**src/rtl/psum_mem_arbiter.sv**
```systemverilog
// Arbitrates the single-port psum BRAM between the core accumulate path and the drain engine.
// Optional stall/wait statistics counters are built when PSUM_ARB_STATS_EN is defined.
module psum_mem_arbiter #(
    parameter int ADDR_WIDTH = 32,
    parameter int DATA_WIDTH = 32,
    parameter int WQ_DEPTH   = 4,
    parameter int STARVE_MAX = 8
) (
    input  logic                  clk,
    input  logic                  rst,
    input  logic [ADDR_WIDTH-1:0] c_wadd,
    input  logic                  c_wren,
    input  logic [DATA_WIDTH-1:0] c_idat,
    output logic                  c_wready,
    input  logic [ADDR_WIDTH-1:0] c_radd,
    input  logic                  c_rden,
    output logic                  c_rready,
    output logic [DATA_WIDTH-1:0] c_odat,
    output logic                  c_oval,
    input  logic [ADDR_WIDTH-1:0] d_radd,
    input  logic                  d_rden,
    output logic                  d_gnt,
    output logic [DATA_WIDTH-1:0] d_odat,
    output logic                  d_oval,
    output logic [ADDR_WIDTH-1:0] mem_addr,
    output logic [DATA_WIDTH-1:0] mem_idat,
    output logic                  mem_wren,
    output logic                  mem_enb,
    input  logic [DATA_WIDTH-1:0] mem_odat,
    output logic [31:0]           stat_cstall,
    output logic [31:0]           stat_dwait
);

    localparam int WQ_AW = $clog2(WQ_DEPTH);
    localparam int SC_W  = $clog2(STARVE_MAX + 1);
    localparam logic [WQ_AW:0]  WQ_FULL_CNT = (WQ_AW + 1)'(WQ_DEPTH);
    localparam logic [SC_W-1:0] STARVE_TOP  = SC_W'(STARVE_MAX);

    localparam logic [1:0] SEL_IDLE  = 2'd0;
    localparam logic [1:0] SEL_WRITE = 2'd1;
    localparam logic [1:0] SEL_CREAD = 2'd2;
    localparam logic [1:0] SEL_DREAD = 2'd3;

    logic [ADDR_WIDTH-1:0] wq_addr [WQ_DEPTH];
    logic [DATA_WIDTH-1:0] wq_data [WQ_DEPTH];
    logic [WQ_AW:0]        wr_ptr;
    logic [WQ_AW:0]        rd_ptr;
    logic [WQ_AW:0]        wq_count;
    logic                  wq_full;
    logic                  wq_empty;
    logic                  wq_enq;
    logic                  wq_deq;
    logic                  hazard;
    logic [WQ_AW-1:0]      offs;
    logic [1:0]            sel;
    logic [SC_W-1:0]       starve_cnt;
    logic [2:0]            tag_vld;
    logic [2:0]            tag_src;

    assign wq_count = wr_ptr - rd_ptr;
    assign wq_full  = (wq_count == WQ_FULL_CNT);
    assign wq_empty = (wr_ptr == rd_ptr);

    // A read may not bypass any queued write to the same address, including one entering this cycle.
    always_comb begin
        hazard = c_wren && (c_wadd == c_radd);
        offs   = '0;
        for (int i = 0; i < WQ_DEPTH; i++) begin
            offs = WQ_AW'(i) - rd_ptr[WQ_AW-1:0];
            if (({1'b0, offs} < wq_count) && (wq_addr[i] == c_radd)) begin
                hazard = 1'b1;
            end
        end
    end

    always_comb begin
        sel = SEL_IDLE;
        if (!rst) begin
            if (d_rden && (starve_cnt == STARVE_TOP)) begin
                sel = SEL_DREAD;
            end else if (wq_full) begin
                sel = SEL_WRITE;
            end else if (c_rden && !hazard) begin
                sel = SEL_CREAD;
            end else if (!wq_empty) begin
                sel = SEL_WRITE;
            end else if (d_rden) begin
                sel = SEL_DREAD;
            end
        end
    end

    assign wq_deq   = (sel == SEL_WRITE);
    assign c_rready = (sel == SEL_CREAD);
    assign d_gnt    = (sel == SEL_DREAD);
    assign c_wready = !rst && (!wq_full || wq_deq);
    assign wq_enq   = c_wren && c_wready;

    always_ff @(posedge clk) begin
        if (wq_enq) begin
            wq_addr[wr_ptr[WQ_AW-1:0]] <= c_wadd;
            wq_data[wr_ptr[WQ_AW-1:0]] <= c_idat;
        end
    end

    always_ff @(posedge clk) begin
        if (rst) begin
            wr_ptr     <= '0;
            rd_ptr     <= '0;
            starve_cnt <= '0;
        end else begin
            if (wq_enq) begin
                wr_ptr <= wr_ptr + 1'b1;
            end
            if (wq_deq) begin
                rd_ptr <= rd_ptr + 1'b1;
            end
            if (d_gnt || !d_rden) begin
                starve_cnt <= '0;
            end else if (starve_cnt != STARVE_TOP) begin
                starve_cnt <= starve_cnt + 1'b1;
            end
        end
    end

    // Address and write data hold their last value on idle cycles; only the enables drop.
    always_ff @(posedge clk) begin
        if (rst) begin
            mem_addr <= '0;
            mem_idat <= '0;
            mem_wren <= 1'b0;
            mem_enb  <= 1'b0;
        end else begin
            mem_enb  <= (sel != SEL_IDLE);
            mem_wren <= (sel == SEL_WRITE);
            case (sel)
                SEL_WRITE: begin
                    mem_addr <= wq_addr[rd_ptr[WQ_AW-1:0]];
                    mem_idat <= wq_data[rd_ptr[WQ_AW-1:0]];
                end
                SEL_CREAD: mem_addr <= c_radd;
                SEL_DREAD: mem_addr <= d_radd;
                default:   ;
            endcase
        end
    end

    // Stage 0 rides with mem_*, stage 1 with mem_odat, stage 2 with the registered return data.
    always_ff @(posedge clk) begin
        if (rst) begin
            tag_vld <= '0;
            tag_src <= '0;
            c_odat  <= '0;
            d_odat  <= '0;
        end else begin
            tag_vld <= {tag_vld[1:0], (sel == SEL_CREAD) || (sel == SEL_DREAD)};
            tag_src <= {tag_src[1:0], (sel == SEL_DREAD)};
            if (tag_vld[1] && !tag_src[1]) begin
                c_odat <= mem_odat;
            end
            if (tag_vld[1] && tag_src[1]) begin
                d_odat <= mem_odat;
            end
        end
    end

    assign c_oval = tag_vld[2] && !tag_src[2];
    assign d_oval = tag_vld[2] && tag_src[2];

`ifdef PSUM_ARB_STATS_EN
    always_ff @(posedge clk) begin
        if (rst) begin
            stat_cstall <= '0;
            stat_dwait  <= '0;
        end else begin
            if (c_rden && !c_rready && (stat_cstall != 32'hFFFF_FFFF)) begin
                stat_cstall <= stat_cstall + 32'd1;
            end
            if (d_rden && !d_gnt && (stat_dwait != 32'hFFFF_FFFF)) begin
                stat_dwait <= stat_dwait + 32'd1;
            end
        end
    end
`else
    assign stat_cstall = '0;
    assign stat_dwait  = '0;
`endif

endmodule

```
**config.mk**
```make
export PLATFORM = sky130hd
export DESIGN_NAME = psum_mem_arbiter
export DESIGN_NICKNAME = d
export VERILOG_FILES = /design/src/rtl/psum_mem_arbiter.sv
export SDC_FILE = /design/constraint.sdc
export NUM_CORES = 1
export LEC_CHECK = 0
export ABC_AREA = 1
export CAP_MARGIN = 20
export CORE_MARGIN = 2
export CORE_UTILIZATION = 47
export CTS_CLUSTER_SIZE = 40
export DETAILED_ROUTE_END_ITERATION = 7
export PLACE_DENSITY = 0.76
export RECOVER_POWER = 25
export REMOVE_ABC_BUFFERS = 1
export SYNTH_ARGS = -nofsm -noshare
export SYNTH_HDL_FRONTEND = slang
export SYNTH_SLANG_ARGS = --single-unit
export TNS_END_PERCENT = 20
```
**constraint.sdc**
```tcl
create_clock -name clk -period 6.3 [get_ports clk]
set_input_delay 0.945 -clock clk [delete_from_list [all_inputs] [get_ports clk]]
set_output_delay 0.945 -clock clk [all_outputs]
set_load 0.01 [all_outputs]
```
---- Word-level counts from Yosys, hierarchy flattened ----
Memory sizes are Yosys's and may differ from the RTL's. A register that Yosys moved wholly into a read port is not among the register bits.
Cells that the tools add are included.
operators by class
  equal/unequal tests ..................... 12
  reductions and logical operators ........ 25
  multiplexer cells ....................... 15
  add/sub/neg operators ................... 8
  $lt $le $gt $ge ......................... 4
operators with widths
  operator                                                               number
  32-bit equality test                                                   5
  32-bit case mux with 3 select lines                                    1
  2-bit 2-to-1 mux                                                       8
  1-bit logical AND                                                      13
  2-bit by 3-bit less-than comparator with 1-bit output                  4
  3-bit by 1-bit adder with 3-bit output, second input constant          2
  1-bit zero test                                                        6
  1-bit 2-to-1 mux                                                       6
  4-bit by 1-bit adder with 4-bit output, second input constant          1
  2-bit equality test, second input constant                             2
  4-bit equality test, second input constant                             1
  4-bit != test, second input constant                                   1
  1-bit by 2-bit subtractor with 2-bit output, first input constant      2
  2-bit subtractor, first input constant                                 2
  3-bit equality test                                                    1
  3-bit equality test, second input constant                             1
  1-bit logical OR                                                       3
  3-bit nonzero test                                                     1
  3-bit subtractor                                                       1
  2-bit by 1-bit equality test with 1-bit output, second input constant  1
  2-bit nonzero test                                                     1
  2-bit OR reduction                                                     1
storage, ports and cells
  bits in registers ....................... 114
  RAM bits ................................ 256
  memories kept ........................... 2
  input bits .............................. 165
  logic and storage cells ................. 76
memories
  name     words  bits a word  read ports  clocked after Yosys merged registers in  wr ports  RTL line  RTL
  wq_addr  4      32           5           1                                        1         44        logic [ADDR_WIDTH-1:0] wq_addr [WQ_DEPTH];
  wq_data  4      32           1           1                                        1         45        logic [DATA_WIDTH-1:0] wq_data [WQ_DEPTH];

---- Longest topological paths before layout ----
Gate-level depths: netlist of run 1.
  word-level depth ........................ 19
  gate-level depth with buffers ........... 23
  mapped depth without buffers ............ 22

---- Worst setup path before layout of run 1 ----
Ideal clock, no wire load.
  path kind ............................... register -> register
  start point ............................. register rd_ptr[1]
  end point ............................... memory wq_addr[0][0], enable pin
  required time ........................... 5814 ps
  slack ................................... 273 ps
  clock period less this slack ............ 6027 ps
  arrival time ............................ 5540 ps
  stages on the path, launching flop included .. 19
  library setup time ...................... 486 ps
  path buffers ............................ 1
  cell sequence ........................... dfxtp_1 > inv_1 > clkbuf_1 > fa_1 > inv_1 > ha_1 > inv_1 > nor2_1 > o211ai_1 > nand3_1 > nor2_1 > nor2_1 > nand3_2 > nand2_2 > a21oi_4 > nand2_2 > nand2_2 > nand2_2 > nor2_1
on the way
  cells in the longest elaborated chain, start to end .. 19
  elaborated cells on any way between the ends .. 33
  those cells by class .................... 5 x add/sub; 4 x order compare; 3 x eq/ne; 11 x mux; 10 x reduce/logical
RTL lines
  element                                                                          RTL line  RTL
  from (decl)                                                                      47        logic [WQ_AW:0] rd_ptr;
  from (signal assigned)                                                           116       rd_ptr <= rd_ptr + 1'b1;
  3-bit subtractor or 1-bit by 2-bit subtractor with 2-bit output (tied branches)  60, 69
  2-bit by 3-bit less-than comparator with 1-bit output                            70        if (({1'b0, offs} < wq_count) && (wq_addr[i] == c_radd)) begin
  1-bit logical AND                                                                70
  1-bit 2-to-1 mux (4 in a row)                                                    70
  1-bit zero test                                                                  83        end else if (c_rden && !hazard) begin
  1-bit logical AND                                                                83
  2-bit 2-to-1 mux                                                                 83
  2-bit 2-to-1 mux                                                                 81        end else if (wq_full) begin
  2-bit 2-to-1 mux                                                                 79        if (d_rden && (starve_cnt == STARVE_TOP)) begin
  2-bit 2-to-1 mux                                                                 78        if (!rst) begin
  2-bit by 1-bit equality test with 1-bit output                                   93        assign wq_deq = (sel == SEL_WRITE);
  1-bit logical OR *                                                               96        assign c_wready = !rst && (!wq_full || wq_deq);
  1-bit logical AND *                                                              96
  via c_wready                                                                     14        output logic c_wready,
  1-bit logical AND *                                                              97        assign wq_enq = c_wren && c_wready;
  1-bit 2-to-1 mux *                                                               100       if (wq_enq) begin
  1-bit 2-to-1 mux (not written as such) *                                         101       wq_addr[wr_ptr[WQ_AW-1:0]] <= c_wadd;
  to (decl)                                                                        44
Mark *: on every way through the listed nets, which the timed path passes. The rest lies on a longest branch.

---- Worst setup path in the final report of run 1 ----
  start point ............................. register wr_ptr[0]
  end point ............................... output c_wready
on the way
  cells in the longest elaborated chain, start to end .. 16
  elaborated cells on any way between the ends .. 26
  those cells by class .................... 1 x add/sub; 4 x order compare; 3 x eq/ne; 9 x mux; 9 x reduce/logical
RTL lines
  element                                                RTL line  RTL
  from (decl)                                            46        logic [WQ_AW:0] wr_ptr;
  from (signal assigned)                                 113       wr_ptr <= wr_ptr + 1'b1;
  3-bit subtractor                                       60        assign wq_count = wr_ptr - rd_ptr;
  2-bit by 3-bit less-than comparator with 1-bit output  70
  1-bit logical AND                                      70
  1-bit 2-to-1 mux (4 in a row)                          70
  1-bit zero test                                        83
  1-bit logical AND                                      83
  2-bit 2-to-1 mux                                       83
  2-bit 2-to-1 mux                                       81
  2-bit 2-to-1 mux                                       79
  2-bit 2-to-1 mux                                       78
  2-bit by 1-bit equality test with 1-bit output         93
  1-bit logical OR *                                     96
  1-bit logical AND *                                    96
  to (decl)                                              14
Every way passes the cells marked *; elsewhere a longest branch is shown, timed or not.

==> impl_metrics.json, run 1 <==
{
  "hp-start": "tag_vld[0]$_SDFF_PP0_",
  "start_kind": "flip-flop",
  "postLayoutCoreUtil": 0.590,
  "hold_end": "tag_vld[1]$_SDFF_PP0_",
  "ys_warn_count": 0,
  "synth_flop_cell": "edfxtp_1",
  "power_frac_seq": 0.462,
  "switching_share": 0.261,
  "fmax_mhz": 187,
  "num_rows": 73,
  "power_frac_clock": 0.392,
  "postCtsSetupBuffers": 0,
  "path_cells": "inv_1 > ha_1 > inv_1 > fa_1 > inv_1 > ha_1 > inv_1 > nor2_1 > o211ai_1 > nand3_1 > nor2_1 > nor2_1 > nand3_2 > nand2_2 > a21oi_4 > nand2_2 > nand2_2 > clkdlybuf4s50_1",
  "grt_pass1_vias": 14900,
  "ant_nets": 0,
  "reg2regPathDepth": 20,
  "setup_viol": 0,
  "skew_ns": 0.0425,
  "clk_latency_ns": 0.59,
  "cap_violations": 0,
  "antenna_found_initial": 7,
  "power.switching_uw": 1700,
  "hold_path_class": "reg2reg",
  "synth_area_leaders": "edfxtp_1 (41%), dfxtp_1 (16%), nor2_1 (9.7%)",
  "synthCells": 2142,
  "crit_fanout": 8,
  "post-route-min-period_ns": 5.35,
  "h-tree-depth": 2,
  "drt_first_iter_violations": 1391,
  "synth-simple-area-share": 0.193,
  "cts_made_buffers": 43,
  "preCtsSetupSlack_ns": 1.42,
  "cts_sinks": 404,
  "power_density_nw_per_um2": 278,
  "drc_errors": 0,
  "synthAdderAreaFrac": 0.0111,
  "crit_start": "wr_ptr[0]$_SDFFE_PP0P_",
  "clk_path_buf_depth": 3,
  "gr-total-overflow": 0,
  "gp_congestion": 0.955,
  "io_pins": 364,
  "synth_seq_area_share": 0.567,
  "min_path_cells": 2,
  "synthTopCellsByCount": "nor2_1 (488), nand2_1 (361), edfxtp_1 (256)",
  "worst_slack_ns": 0.952,
  "arrival_ns": 4.40,
  "viasPerCell": 5.24,
  "synthMuxAreaShare": 0,
  "cp_common_cell": "inv_1",
  "syn_avg_cell_area_um2": 8.77,
  "port_buffers": 299,
  "reg2reg_slack_ns": 1.52,
  "path_buf_inv": 5,
  "ys_seq_elements": 404,
  "syn-cell-area_um2": 18800,
  "combinationalPowerShare": 0.145,
  "clock_tree.root_cell": "clkbuf_16",
  "die_w_um": 204,
  "yosysTopAreaCell": "edfxtp_1",
  "wl_mm": 54.4,
  "area_growth_pct": 24.4,
  "synth_top_area_frac": 0.409,
  "tritoncts": "built",
  "via_count": 15500,
  "ctsHoldBuffers": 0,
  "hpwl_mm": 36.2,
  "crit_family": "buffers and inverters",
  "dr.pass1.iters": 5,
  "grt_max_degree": 68,
  "drt-wirelength-per-cell_um": 18.4,
  "worstPathRequired_ns": 5.35,
  "async_reset_ff_frac": 0,
  "final_nets": 2577,
  "p_leak_uw": 0.00938,
  "rsz0062_at_grt": "no",
  "layout-drive-gt1-share": 0.0531,
  "tightestPinTransition_ns": 1.04,
  "status": "completed",
  "coreArea_um2": 39600,
  "grt_first_pass_wirelength_mm": 82.6,
  "power.internal_uw": 4810,
  "final_hold_viol_count": 0,
  "synth_top_family_by_area": "simple AND/OR/NAND/NOR gates",
  "max_stage_delay_ns": 0.62,
  "yosys.cell_types.count": 35,
  "synth_xor_area_frac": 0.0363,
  "synth-compound-area-share": 0.103,
  "grt.total_usage": 0.257,
  "crit_type": "reg2out",
  "worst_r2r_endpoint": "wq_addr[2][14]$_DFFE_PP_",
  "slew_headroom": 0.303,
  "dieArea_um2": 41600,
  "min_period_over_period": 0.849,
  "yosysMostFrequentCell": "nor2_1",
  "postCtsResizedCells": 0,
  "clkTransAtPathRegs_ns": 0.06,
  "r2r_start": "wr_ptr[0]$_SDFFE_PP0P_",
  "worst_setup_path_end_kind": "output port",
  "start_util": 0.474,
  "critPathSlowestCell": "clkdlybuf4s50_1",
  "final_max_slew_viol_count": 0,
  "die_height_um": 204,
  "synth_edf_count": 256,
  "ir_drop_mv": 0.278
}
[cells by family after synthesis]
| group | count (synthesis) |
|---|---|
| and+or+nand+nor | 925 |
| DFF | 404 |
| AOI/OAI and AO/OA | 370 |
| buffers and inverters | 348 |
| xor gates and xnor gates | 78 |
| adders and majority gates | 16 |
| other | 1 |
[flip-flops by register name, indices dropped and copies added, names as in the netlist, named ones only]
register / flops
mem_wren: 1
mem_enb: 1
c_odat: 32
wr_ptr: 3
tag_vld: 3
rd_ptr: 3
wq_data: 128
wq_addr: 128
d_odat: 32
starve_cnt: 4
mem_idat: 32
tag_src: 3
mem_addr: 32
[layer usage]
layer  track usage  up-vias  wire (µm)
li1              -     7365          -
met1         0.337     7282      22200
met2         0.417      738      25400
met3        0.0515      136       4910
met4         0.105        4       1900
met5             0        -         27
[worst register-to-register path: cells and delay by family (launching register included)]
kind / cells / cell delay (ns)
compound gates: 2 / 0.58
simple gates: 10 / 1.66
fa+ha+maj: 3 / 0.94
flops: 1 / 0.45
buf+inv: 5 / 0.84
[layout by cell type (no fill, tap or decap), drive strengths merged, types with 5 or more instances in the layout]
| cell type | instances |
|---|---|
| a21oi | 39 |
| buf | 25 |
| clkbuf | 66 |
| clkdlybuf4s50 | 248 |
| clkinv | 11 |
| conb | 64 |
| dfxtp | 148 |
| dlygate4sd3 | 51 |
| edfxtp | 256 |
| ha | 15 |
| inv | 170 |
| nand2 | 368 |
| nand3 | 52 |
| nand4 | 7 |
| nor2 | 490 |
| nor3 | 5 |
| o21ai | 280 |
| o22ai | 47 |
| xnor2 | 5 |
| xor2 | 73 |
[stage by stage]
stage | hold WS, ns | cells | setup TNS (ns) | cell area [µm²] | total power [µW]
final | 0.402 | 2960 | 0 | 23400 | 6510
after global routing | 0.432 | 2958 | 0 | 23400 | 6780
after CTS | 0.410 | 2955 | 0 | 23300 | 6560
after detailed placement | 0.402 | 2875 | 0 | 21900 | 4010
after global placement | 0.400 | 2874 | 0 | 21900 | 3980
after floorplan | 0.388 | 2027 | -222.22 | 18000 | 3510
[how the worst max path moves through the flow]
stage                          endpoint  slack (ns)  cells past startpoint
2_1_floorplan   wq_addr[0][0]$_DFFE_PP_       -0.87                     18
5_1_grt                        c_wready        0.65                     18
3_3_place_gp                   c_wready        1.44                     14
6_report                       c_wready        0.95                     18
4_1_cts                        c_wready        0.92                     18
3_5_place_dp   wq_addr[2][31]$_DFFE_PP_        1.42                     16
[cell type report]
class	instances	area [µm²]
Inverter	170	638
Antenna cell	4	10.0
Multi-Input combinational cell	1453	6730
Timing Repair Buffer	324	3260
Sequential cell	404	10700
Clock buffer	66	1260
Tap cell	525	657
Fill cell	3353	16300
Clock inverter	14	175
[power by group through the flow]
| stage | sequential [µW] | clock (µW) | combinational (µW) |
|---|---|---|---|
| 2_1_floorplan | 3100 | 0 | 413 |
| 3_3_place_gp | 3060 | 0 | 919 |
| 3_5_place_dp | 3060 | 0 | 941 |
| 4_1_cts | 3010 | 2600 | 948 |
| 5_1_grt | 3020 | 2720 | 1040 |
| 6_report | 3010 | 2550 | 946 |
No activity file was read; power rests on OpenSTA's default activity.
==> run 2: changes to the inputs <==
--- a/config.mk
+++ b/config.mk
@@ -8,10 +8,10 @@
 export ABC_AREA = 1
 export CAP_MARGIN = 20
 export CORE_MARGIN = 2
-export CORE_UTILIZATION = 47
+export CORE_UTILIZATION = 52
 export CTS_CLUSTER_SIZE = 40
 export DETAILED_ROUTE_END_ITERATION = 7
-export PLACE_DENSITY = 0.76
+export PLACE_DENSITY = 0.8
 export RECOVER_POWER = 25
 export REMOVE_ABC_BUFFERS = 1
 export SYNTH_ARGS = -nofsm -noshare
==> constraint.sdc (replaced) <==
create_clock -name clk -period 5.5 [get_ports clk]
set_input_delay 0.825 -clock clk [delete_from_list [all_inputs] [get_ports clk]]
set_output_delay 0.825 -clock clk [all_outputs]
set_load 0.01 [all_outputs]
==> impl_metrics.json, run 2 (same netlist as run 1, synthesis figures left out) <==
{
  "gr-total-overflow": 0,
  "clk_path_buf_depth": 3,
  "ant_nets": 0,
  "power.switching_uw": 1950,
  "post-route-min-period_ns": 5.20,
  "clk_latency_ns": 0.59,
  "worst_setup_path_end_kind": "output port",
  "gp_congestion": 0.919,
  "postCtsSetupBuffers": 0,
  "final_common_cell": "nor2_1",
  "grt_first_pass_wirelength_mm": 83.4,
  "wl_mm": 54.5,
  "min_period_over_period": 0.946,
  "combinationalPowerShare": 0.146,
  "preCtsSetupSlack_ns": 0.944,
  "final_hold_viol_count": 0,
  "postLayoutCoreUtil": 0.653,
  "worstPathRequired_ns": 4.68,
  "tightestPinTransition_ns": 1.07,
  "multi_input_area_um2": 6730,
  "ir_drop_mv": 0.248,
  "drc_errors": 0,
  "total_power_uw": 7420,
  "p_leak_uw": 0.00933,
  "cp_common_cell": "inv_1",
  "fmax_mhz": 192,
  "critPathSlowestCell": "clkdlybuf4s50_1",
  "viasPerCell": 5.39,
  "hold_path_class": "reg2reg",
  "h-tree-depth": 2,
  "port_buffers": 299,
  "power.internal_uw": 5470,
  "dr.pass1.iters": 8,
  "start_util": 0.528,
  "setup_viol": 0,
  "mostFrequentLayoutCells": "nor2_1 (483), nand2_1 (361), edfxtp_1 (256), clkdlybuf4s50_1 (247), o21ai_0 (240)",
  "status": "completed",
  "switching_share": 0.263,
  "skew_ns": 0.0323,
  "final_max_slew_viol_count": 0,
  "clkTransAtPathRegs_ns": 0.06,
  "crit_family": "buffers and inverters",
  "crit_fanout": 8,
  "cts_sinks": 404,
  "path_buf_inv": 5,
  "cts_made_buffers": 43,
  "coreArea_um2": 35600,
  "tritoncts": "built",
  "rsz0062_at_grt": "no",
  "num_rows": 69,
  "via_count": 15600,
  "antenna_found_initial": 9,
  "layout-drive-gt1-share": 0.0515,
  "start_kind": "flip-flop",
  "dieArea_um2": 37700,
  "n_fill_cell": 2863,
  "fin_tns_setup_ns": 0,
  "arrival_ns": 4.38,
  "ctsHoldBuffers": 0,
  "slew_headroom": 0.285,
  "postCtsResizedCells": 0,
  "power_frac_seq": 0.465,
  "grt.total_usage": 0.283,
  "cap_violations": 0,
  "grt_max_degree": 83,
  "power_density_nw_per_um2": 319,
  "grt_pass1_vias": 15000,
  "path_cells": "inv_1 > ha_1 > inv_1 > fa_1 > inv_1 > ha_1 > inv_1 > nor2_1 > o211ai_1 > nand3_1 > nor2_1 > nor2_1 > nand3_2 > nand2_2 > a21oi_4 > nand2_2 > nand2_2 > clkdlybuf4s50_1",
  "max_stage_delay_ns": 0.61,
  "holdWs_ns": 0.407,
  "worst_slack_ns": 0.298,
  "hpwl_mm": 35.7,
  "final_nets": 2573,
  "io_pins": 364,
  "drt-wirelength-per-cell_um": 18.8,
  "power_frac_clock": 0.390,
  "area_growth_pct": 23.6,
  "die_w_um": 194,
  "die_height_um": 194,
  "final-seq-area_um2": 10700,
  "clock_tree.root_cell": "clkbuf_16",
  "drt_first_iter_violations": 1523,
  "crit_type": "reg2out"
}
run 2: cell type report:
| cell class | instances | area share |
|---|---|---|
| inverters | 170 | 0.0275 |
| multi-input cells | 1453 | 0.289 |
| flip-flops and latches | 404 | 0.458 |
| clock buffers | 64 | 0.0527 |
| repair buffers | 320 | 0.138 |
| diodes | 6 | 0.000646 |
| well taps | 461 | 0.0248 |
| clock inverters | 16 | 0.00889 |
run 2: tightest hold or removal path: cells and delay by family, from the launching register on:
family                 cells  cell delay [ns]
flip-flops                 1             0.30
AND/OR/NAND/NOR            1             0.03
buffers and inverters      1             0.04
run 2: worst paths after layout:
path                          startpoint                   endpoint  slack (ns)  depth (start not counted)
setup reg to reg  wr_ptr[0]$_SDFFE_PP0P_  mem_addr[10]$_SDFFE_PP0P_        0.88                         23
hold reg to reg    tag_vld[0]$_SDFF_PP0_      tag_vld[1]$_SDFF_PP0_        0.41                          2
hold / removal     tag_vld[0]$_SDFF_PP0_      tag_vld[1]$_SDFF_PP0_        0.41                          2
setup / recovery  wr_ptr[0]$_SDFFE_PP0P_                   c_wready        0.30                         18
run 2: through the flow:
step | area [µm²] | cells
after detailed placement | 21800 | 2807
after CTS | 23200 | 2887
after global placement | 21800 | 2807
after global routing | 23200 | 2892
after floorplan | 18000 | 2027
final | 23200 | 2894
run 2: layer usage:
| layer | vias to the layer above | global-route usage | wire length (µm) |
|---|---|---|---|
| li1 | 7355 | - | - |
| met5 | - | 0 | 53 |
| met2 | 810 | 0.469 | 25800 |
| met3 | 118 | 0.0588 | 5200 |
| met1 | 7308 | 0.364 | 21500 |
| met4 | 8 | 0.115 | 1920 |
run 2: power groups by stage:
stage	logic (µW)	registers (µW)	clock network, µW
2_1_floorplan	473	3550	0
3_3_place_gp	1040	3510	0
3_5_place_dp	1070	3510	0
4_1_cts	1080	3450	2930
5_1_grt	1170	3460	3060
6_report	1080	3450	2890
